`config.mk`:
```
export PLATFORM = sky130hd
export DESIGN_NAME = train_sequencer_flat
export DESIGN_NICKNAME = d
export VERILOG_FILES = /design/src/rtl/bitnet_pkg.sv /design/src/rtl/train_sequencer_if.sv /design/src/rtl/train_sequencer_prop_wave.sv /design/src/rtl/train_sequencer.sv /design/src/flat_wrapper.sv
export SDC_FILE = /design/constraint.sdc
export NUM_CORES = 1
export LEC_CHECK = 0
export ABC_AREA = 1
export CELL_PAD_IN_SITES_DETAIL_PLACEMENT = 1
export CELL_PAD_IN_SITES_GLOBAL_PLACEMENT = 2
export CORE_ASPECT_RATIO = 0.5
export CORE_MARGIN = 1.5
export CORE_UTILIZATION = 32
export CTS_BUF_LIST = sky130_fd_sc_hd__clkbuf_2
export CTS_CLUSTER_DIAMETER = 60
export DETAILED_ROUTE_END_ITERATION = 12
export GPL_ROUTABILITY_DRIVEN = 0
export HOLD_SLACK_MARGIN = 0.08
export PLACE_DENSITY_LB_ADDON = 0.08
export REMOVE_ABC_BUFFERS = 1
export SETUP_SLACK_MARGIN = 0.2
export SYNTH_ARGS = -nofsm -noshare
export SYNTH_HDL_FRONTEND = slang
export SYNTH_HIERARCHICAL = 1
export SYNTH_SLANG_ARGS = --single-unit
```
`constraint.sdc`:
```
create_clock -name clk_in -period 2.85 [get_ports clk_in]
set_input_delay 0.7125 -clock clk_in [delete_from_list [all_inputs] [get_ports clk_in]]
set_output_delay 0.7125 -clock clk_in [all_outputs]
set_load 0.1 [all_outputs]
```
`src/rtl/bitnet_pkg.sv`:
```
// Shared types for the bitnet training front end: sequencer state encoding
// and the default statistics counter width.
package bitnet_pkg;

    typedef enum logic [1:0] {
        IDLE = 2'd0,
        FWD  = 2'd1,
        CMP  = 2'd2,
        BWD  = 2'd3
    } seq_state_t;

    localparam int CNT_W_DEF = 16;

endpackage

```
`src/rtl/train_sequencer_if.sv`:
```
// Sample-source handshake bundle: the source (master) offers x/y with valid,
// the sequencer (slave) answers with ready.
interface train_sequencer_if #(
    parameter int IN_W  = 3,
    parameter int OUT_W = 2
);
    logic             sample_valid;
    logic [IN_W-1:0]  sample_x;
    logic [OUT_W-1:0] sample_y;
    logic             sample_ready;

    modport master (output sample_valid, output sample_x, output sample_y, input sample_ready);
    modport slave  (input sample_valid, input sample_x, input sample_y, output sample_ready);
endinterface

```
`src/rtl/train_sequencer_prop_wave.sv`:
```
// Registered one-hot propagation wave across DEPTH layers; dir=0 walks bit 0 upward,
// dir=1 walks the top bit downward. last flags the final layer of the current wave.
module prop_wave #(
    parameter int DEPTH = 4
) (
    input  logic             clk_in,
    input  logic             rst_in,
    input  logic             start,
    input  logic             dir,
    output logic [DEPTH-1:0] wave,
    output logic             last
);
    localparam logic [DEPTH-1:0] LOW_BIT  = DEPTH'(1'b1);
    localparam logic [DEPTH-1:0] HIGH_BIT = LOW_BIT << (DEPTH - 1);

    logic [DEPTH-1:0] wave_q;
    logic [DEPTH-1:0] wave_d;

    // Shifting past the end layer empties the wave, so it self-terminates.
    always_comb begin
        wave_d = wave_q;
        if (start) begin
            wave_d = dir ? HIGH_BIT : LOW_BIT;
        end else if (dir) begin
            wave_d = wave_q >> 1'b1;
        end else begin
            wave_d = wave_q << 1'b1;
        end
    end

    // Wave register.
    always_ff @(posedge clk_in or posedge rst_in) begin
        if (rst_in) begin
            wave_q <= '0;
        end else begin
            wave_q <= wave_d;
        end
    end

    assign wave = wave_q;
    assign last = dir ? wave_q[0] : wave_q[DEPTH-1];
endmodule

```
`src/rtl/train_sequencer.sv`:
```
// Training front end: accepts one (x, y) sample, runs the forward wave, compares
// the last layer's outputs with y, optionally runs the backward wave, keeps statistics.
module train_sequencer
    import bitnet_pkg::*;
#(
    parameter int DEPTH = 4,
    parameter int IN_W  = 3,
    parameter int OUT_W = 2,
    parameter int CNT_W = CNT_W_DEF
) (
    input  logic                clk_in,
    input  logic                rst_in,
    train_sequencer_if.slave    smp,
    input  logic                train_en,
    input  logic                clear_stats,
    output logic [IN_W-1:0]     net_fin,
    input  logic [OUT_W-1:0]    net_fout,
    output logic [OUT_W-1:0]    net_bin,
    output logic [DEPTH-1:0]    fd_prop,
    output logic [DEPTH-1:0]    bk_prop,
    output logic                oscillator,
    output logic                busy,
    output logic [CNT_W-1:0]    sample_count,
    output logic [CNT_W-1:0]    err_count
);
    seq_state_t       state_q, state_d;
    logic [IN_W-1:0]  x_q, x_d;
    logic [OUT_W-1:0] y_q, y_d;
    logic [OUT_W-1:0] bin_q, bin_d;
    logic             train_q, train_d;
    logic             osc_q, osc_d;
    logic             ready_q, ready_d;
    logic             busy_q, busy_d;
    logic [CNT_W-1:0] sc_q, sc_d;
    logic [CNT_W-1:0] ec_q, ec_d;

    logic [OUT_W-1:0] err_s;
    logic             fd_start_s, bk_start_s;
    logic             fd_last_s, bk_last_s;
    logic             cmp_s;

    prop_wave #(.DEPTH(DEPTH)) u_fwd_wave (
        .clk_in (clk_in),
        .rst_in (rst_in),
        .start  (fd_start_s),
        .dir    (1'b0),
        .wave   (fd_prop),
        .last   (fd_last_s)
    );

    prop_wave #(.DEPTH(DEPTH)) u_bwd_wave (
        .clk_in (clk_in),
        .rst_in (rst_in),
        .start  (bk_start_s),
        .dir    (1'b1),
        .wave   (bk_prop),
        .last   (bk_last_s)
    );

    // Next-state logic for the sample FSM, captured operands, statistics and oscillator.
    always_comb begin
        state_d    = state_q;
        x_d        = x_q;
        y_d        = y_q;
        bin_d      = bin_q;
        train_d    = train_q;
        osc_d      = osc_q;
        fd_start_s = 1'b0;
        bk_start_s = 1'b0;
        cmp_s      = 1'b0;
        err_s      = net_fout ^ y_q;

        case (state_q)
            IDLE: begin
                if (ready_q && smp.sample_valid) begin
                    state_d    = FWD;
                    x_d        = smp.sample_x;
                    y_d        = smp.sample_y;
                    train_d    = train_en;
                    fd_start_s = 1'b1;
                end else begin
                    state_d = IDLE;
                end
            end
            FWD: begin
                if (fd_last_s) begin
                    state_d = CMP;
                end else begin
                    state_d = FWD;
                end
            end
            CMP: begin
                cmp_s = 1'b1;
                bin_d = err_s;
                if (train_q) begin
                    state_d    = BWD;
                    bk_start_s = 1'b1;
                end else begin
                    state_d = IDLE;
                    osc_d   = ~osc_q;
                end
            end
            BWD: begin
                if (bk_last_s) begin
                    state_d = IDLE;
                    osc_d   = ~osc_q;
                end else begin
                    state_d = BWD;
                end
            end
            default: begin
                state_d = IDLE;
            end
        endcase

        // A clear in the compare cycle overrides that cycle's increment.
        if (clear_stats) begin
            sc_d = '0;
            ec_d = '0;
        end else if (cmp_s) begin
            sc_d = sc_q + CNT_W'(1'b1);
            ec_d = ((|err_s) && (ec_q != '1)) ? ec_q + CNT_W'(1'b1) : ec_q;
        end else begin
            sc_d = sc_q;
            ec_d = ec_q;
        end

        ready_d = (state_d == IDLE);
        busy_d  = (state_d != IDLE);
    end

    // State and registered outputs; ready stays low until the first edge after reset.
    always_ff @(posedge clk_in or posedge rst_in) begin
        if (rst_in) begin
            state_q <= IDLE;
            x_q     <= '0;
            y_q     <= '0;
            bin_q   <= '0;
            train_q <= 1'b0;
            osc_q   <= 1'b0;
            ready_q <= 1'b0;
            busy_q  <= 1'b0;
            sc_q    <= '0;
            ec_q    <= '0;
        end else begin
            state_q <= state_d;
            x_q     <= x_d;
            y_q     <= y_d;
            bin_q   <= bin_d;
            train_q <= train_d;
            osc_q   <= osc_d;
            ready_q <= ready_d;
            busy_q  <= busy_d;
            sc_q    <= sc_d;
            ec_q    <= ec_d;
        end
    end

    assign smp.sample_ready = ready_q;
    assign net_fin          = x_q;
    assign net_bin          = bin_q;
    assign oscillator       = osc_q;
    assign busy             = busy_q;
    assign sample_count     = sc_q;
    assign err_count        = ec_q;
endmodule

```
`src/flat_wrapper.sv`:
```
// flat-port wrapper written by rule: the top's interface ports become plain ports
module train_sequencer_flat import bitnet_pkg::*;
#(
    parameter int DEPTH = 4,
    parameter int IN_W  = 3,
    parameter int OUT_W = 2,
    parameter int CNT_W = CNT_W_DEF
)
  (clk_in, rst_in, train_en, clear_stats, net_fin, net_fout, net_bin, fd_prop, bk_prop, oscillator, busy, sample_count, err_count, smp_sample_valid, smp_sample_x, smp_sample_y, smp_sample_ready);
  train_sequencer_if #(.IN_W(IN_W), .OUT_W(OUT_W)) smp_i ();
  input  logic clk_in;
  input  logic rst_in;
  input  logic train_en;
  input  logic clear_stats;
  output logic [IN_W-1:0] net_fin;
  input  logic [OUT_W-1:0] net_fout;
  output logic [OUT_W-1:0] net_bin;
  output logic [DEPTH-1:0] fd_prop;
  output logic [DEPTH-1:0] bk_prop;
  output logic oscillator;
  output logic busy;
  output logic [CNT_W-1:0] sample_count;
  output logic [CNT_W-1:0] err_count;
  input wire logic [$bits(smp_i.sample_valid)-1:0] smp_sample_valid;
  input wire logic [$bits(smp_i.sample_x)-1:0] smp_sample_x;
  input wire logic [$bits(smp_i.sample_y)-1:0] smp_sample_y;
  output wire logic [$bits(smp_i.sample_ready)-1:0] smp_sample_ready;
  assign smp_i.sample_valid = smp_sample_valid;
  assign smp_i.sample_x = smp_sample_x;
  assign smp_i.sample_y = smp_sample_y;
  assign smp_sample_ready = smp_i.sample_ready;
  train_sequencer #(.DEPTH(DEPTH), .IN_W(IN_W), .OUT_W(OUT_W), .CNT_W(CNT_W)) u_core (.clk_in(clk_in), .rst_in(rst_in), .smp(smp_i), .train_en(train_en), .clear_stats(clear_stats), .net_fin(net_fin), .net_fout(net_fout), .net_bin(net_bin), .fd_prop(fd_prop), .bk_prop(bk_prop), .oscillator(oscillator), .busy(busy), .sample_count(sample_count), .err_count(err_count));
endmodule
```
==> summary.md <==
| Metric | Value |
|---|---|
| First-pass GRT wire length | 13100 microns |
| Drt total wl | 7580 microns |
| Antenna cells | 0 |
| Number of synthesized flops with an enable pin | 0 |
| FILL cells | 1056 |
| Clock Tree Buf Depth | 2 |
| Tmin final | 2.03 ns |
| Top cell type's share of synthesized area | a little under half |
| Worst-path clk slew | about 0.27 ns |
| Lkg Pwr | between 1.5 and 2 nW |
| DIE HEIGHT | roughly 70 microns |
| Sequential share of the synthesized area | 47.4% |
| Placed insts | 538 |
| Post-synth top area cell | dfrtp_1 |
| Flop2flop setup slack | 0.97 ns |
| Synth cell count leaders | nand2_1, dfrtp_1, nor2_1 |
| Layout cells sized above 1 | 16.4% |
| # DRC | 0 |
| Storage element area | 0.00133 sq mm |
| Most frequent cell after synthesis | nand2_1 |
| Row count | 23 |
| Post-DP HPWL | approximately 5600 microns |
| Final Hold Viols | 0 |
| Die ar. | 0.00935 sq mm |
| Vias in the first global route | 2802 |
| Postcts setup bufs | 0 |
| # nets final | around 450 |
| # clock sinks | 53 |
| Vias per cell | 4.81 |
| Main synth FF type | dfrtp_1 |
| Final Max Slew Viols | 0 |
| Worst-skew pair later-pin latency | approximately 0.44 ns |
| Chip Width | 135 microns |
| Delay-heaviest family, CP | flip-flops |
| Power Density | 765 mW/mm^2 |
| Initial core utilization | 34.0% |
| TritonCTS buffer count | 5 |
| Worst path buffer plus inverter count | 1 |
| Port bufs | 59 |
| Synth cell types | 29 |
| Initial antenna violation count | 0 |
| DRT antenna net count | 0 |
| Hold Buf Count CTS | 0 |
| Hold WS | 0.505 ns |
| Crit path capture type | output pin |
| Largest net degree at the start of global routing | 46 |
| Mean routed wirelength per cell | 13.9 microns |
| Root Driver | clkbuf_2 |
| Detailed Routing Iterations Pass 1 | 4 |
| Mean post-synth cell area | ~7.5 sq um |
| CP cell instances | buf_4 |
| RSZ-0062 raised after global routing | no |
| Mapped Area | 0.00280 sq mm |
| CP max-delay cell | dfrtp_1 |
| Critical path arrival | roughly 1.3 ns |
| Peak supply drop | 0.000654 V |
| Maxcap violations | 0 |
| Asr flop ratio synth | 100% |
| Req. time, crit path | 2.14 ns |
| Crit start category | flip-flop |
| Area grow syn2layout | 21.5% |
| Post-Layout Cell Count | about 550 |
| Worst-path maximum fanout | 6 |
| Cells after synthesis | 373 |
| Final worst path period share | 71.2% |
| Max frequency | 493 MHz |
| Synth Register Bits | 53 |
| GR Overflow Total | 0 |
| DR vias | 2622 |
| Core outline area | 0.00823 sq mm |
| CP Class | flip-flop to output pin |
| Setup TNS | 0 ns |
| Status | completed |
| Multi-input logic area | 0.00126 sq mm |
| Crit path largest cell delay | ~0.53 ns |
| Synth area leaders | dfrtp_1, nand2_1, nor2_1 |
| Hold WC Path Type | input pin to async pin |
| Ports | 60 |
| Worst Skew | about 0.028 ns |
| Iteration-0 DRC Markers | 114 |
| Least-Margin Pin Slew | 0.619 ns |
| GRT Overall Usage | 17.5% |
| H-Tree Depth | 2 |
| Worst slew margin | 58.7% |
| Yosys Warn Count | 6 |
| Final Setup Violations | 0 |
| CTS resizes | 0 |
| CTS tree | built |
-- report_power, final --
group / internal (W) / leakage [nW] / switching (W)
combinational: 0.000260 / 0.985 / 0.00106
sequential: 0.000889 / 0.707 / 0.000103
clock: 0.0000571 / 0.0265 / 0.000231
total: 0.00121 / 1.72 / 0.00140
-- final timing paths --
kind	startpoint	end	cells after the start
worst max-delay path	u_core/err_count[5]	err_count[5]	1
min in group clk_in	u_core/oscillator	u_core/oscillator	1
max in group asynchronous	rst_in	u_core/sample_count[0]	3
worst min register to register	u_core/oscillator	u_core/oscillator	1
worst min-delay path	rst_in	u_core/u_bwd_wave/wave[0]	2
worst max register to register	u_core/err_count[0]	u_core/err_count[12]	9
-- logic make-up (layout without fill, tap and decap cells) --
logic type / Yosys count / in the layout / synth area share, %
DFF: 53 / 53 / 47.4
AOI/OAI and AO/OA: 34 / 34 / 6.71
buffers and inverters: 50 / 110 / 7.55
other: 2 / 2 / 0.268
xor gates and xnor gates: 5 / 5 / 1.56
and+or+nand+nor: 227 / 227 / 35.6
adders and majority gates: 2 / 2 / 0.894
-- state kept, by name, indices dropped and copies added, names as in the netlist --
signal / count
u_core/u_fwd_wave/wave: 4
u_core/busy: 1
u_core/train_q: 1
u_core/smp.sample_ready: 1
u_core/state_q: 2
u_core/oscillator: 1
u_core/net_bin: 2
u_core/net_fin: 3
u_core/sample_count: 16
u_core/u_bwd_wave/wave: 4
u_core/err_count: 16
u_core/y_q: 2
-- area by class of cell --
type                       count  share of cell area (%)
tap                          112                    4.12
inverter                      43                    4.75
multi-input combinational    270                    37.1
timing repair buffer          60                    14.1
clock inverter                 1                   0.110
sequential                    53                    39.0
clock buffer                   6                   0.883
-- placed cells by master, fill, tap and decap left out --
cell / instances
nand2_1: 124
dfrtp_1: 53
buf_4: 49
nor2_1: 47
inv_1: 36
nand3_1: 25
nand4_1: 16
o21ai_0: 12
clkdlybuf4s50_1: 11
a21oi_1: 9
inv_2: 7
o21ai_1: 7
clkbuf_2: 6
nor2_4: 4
o21bai_1: 4
xor2_1: 4
nor3_1: 3
nand3b_1: 2
ha_1: 2
conb_1: 2
clkinv_1: 1
nor3_2: 1
o211a_1: 1
nor2_2: 1
nand2_2: 1
nor2_8: 1
and3_1: 1
or2_2: 1
xnor2_1: 1
o211ai_1: 1
-- metrics by stage --
stage	cell area (sq um)	power [W]	setup WS (ns)	util (%)
2_1_floorplan	2750	0.00203	0.617	-
3_3_place_gp	3370	0.00231	0.485	40.9
3_5_place_dp	3370	0.00234	0.461	40.9
4_1_cts	3400	0.00264	0.765	41.3
5_1_grt	3400	0.00277	0.705	41.3
6_report	3400	0.00260	0.820	41.3
-- per-layer routing --
metal / GRT usage (%) / up-vias / wire (microns) / part of all wire (%)
met1: 22.4 / 1274 / 3610 / 48
met5: 0 / - / 0 / 0
li1: - / 1297 / - / -
met2: 29.9 / 47 / 3580 / 47
met3: 4.64 / 4 / 356 / 4.7
met4: 3.23 / 0 / 28 / 0.37
Note: power is estimated with default switching activity, not from simulation.
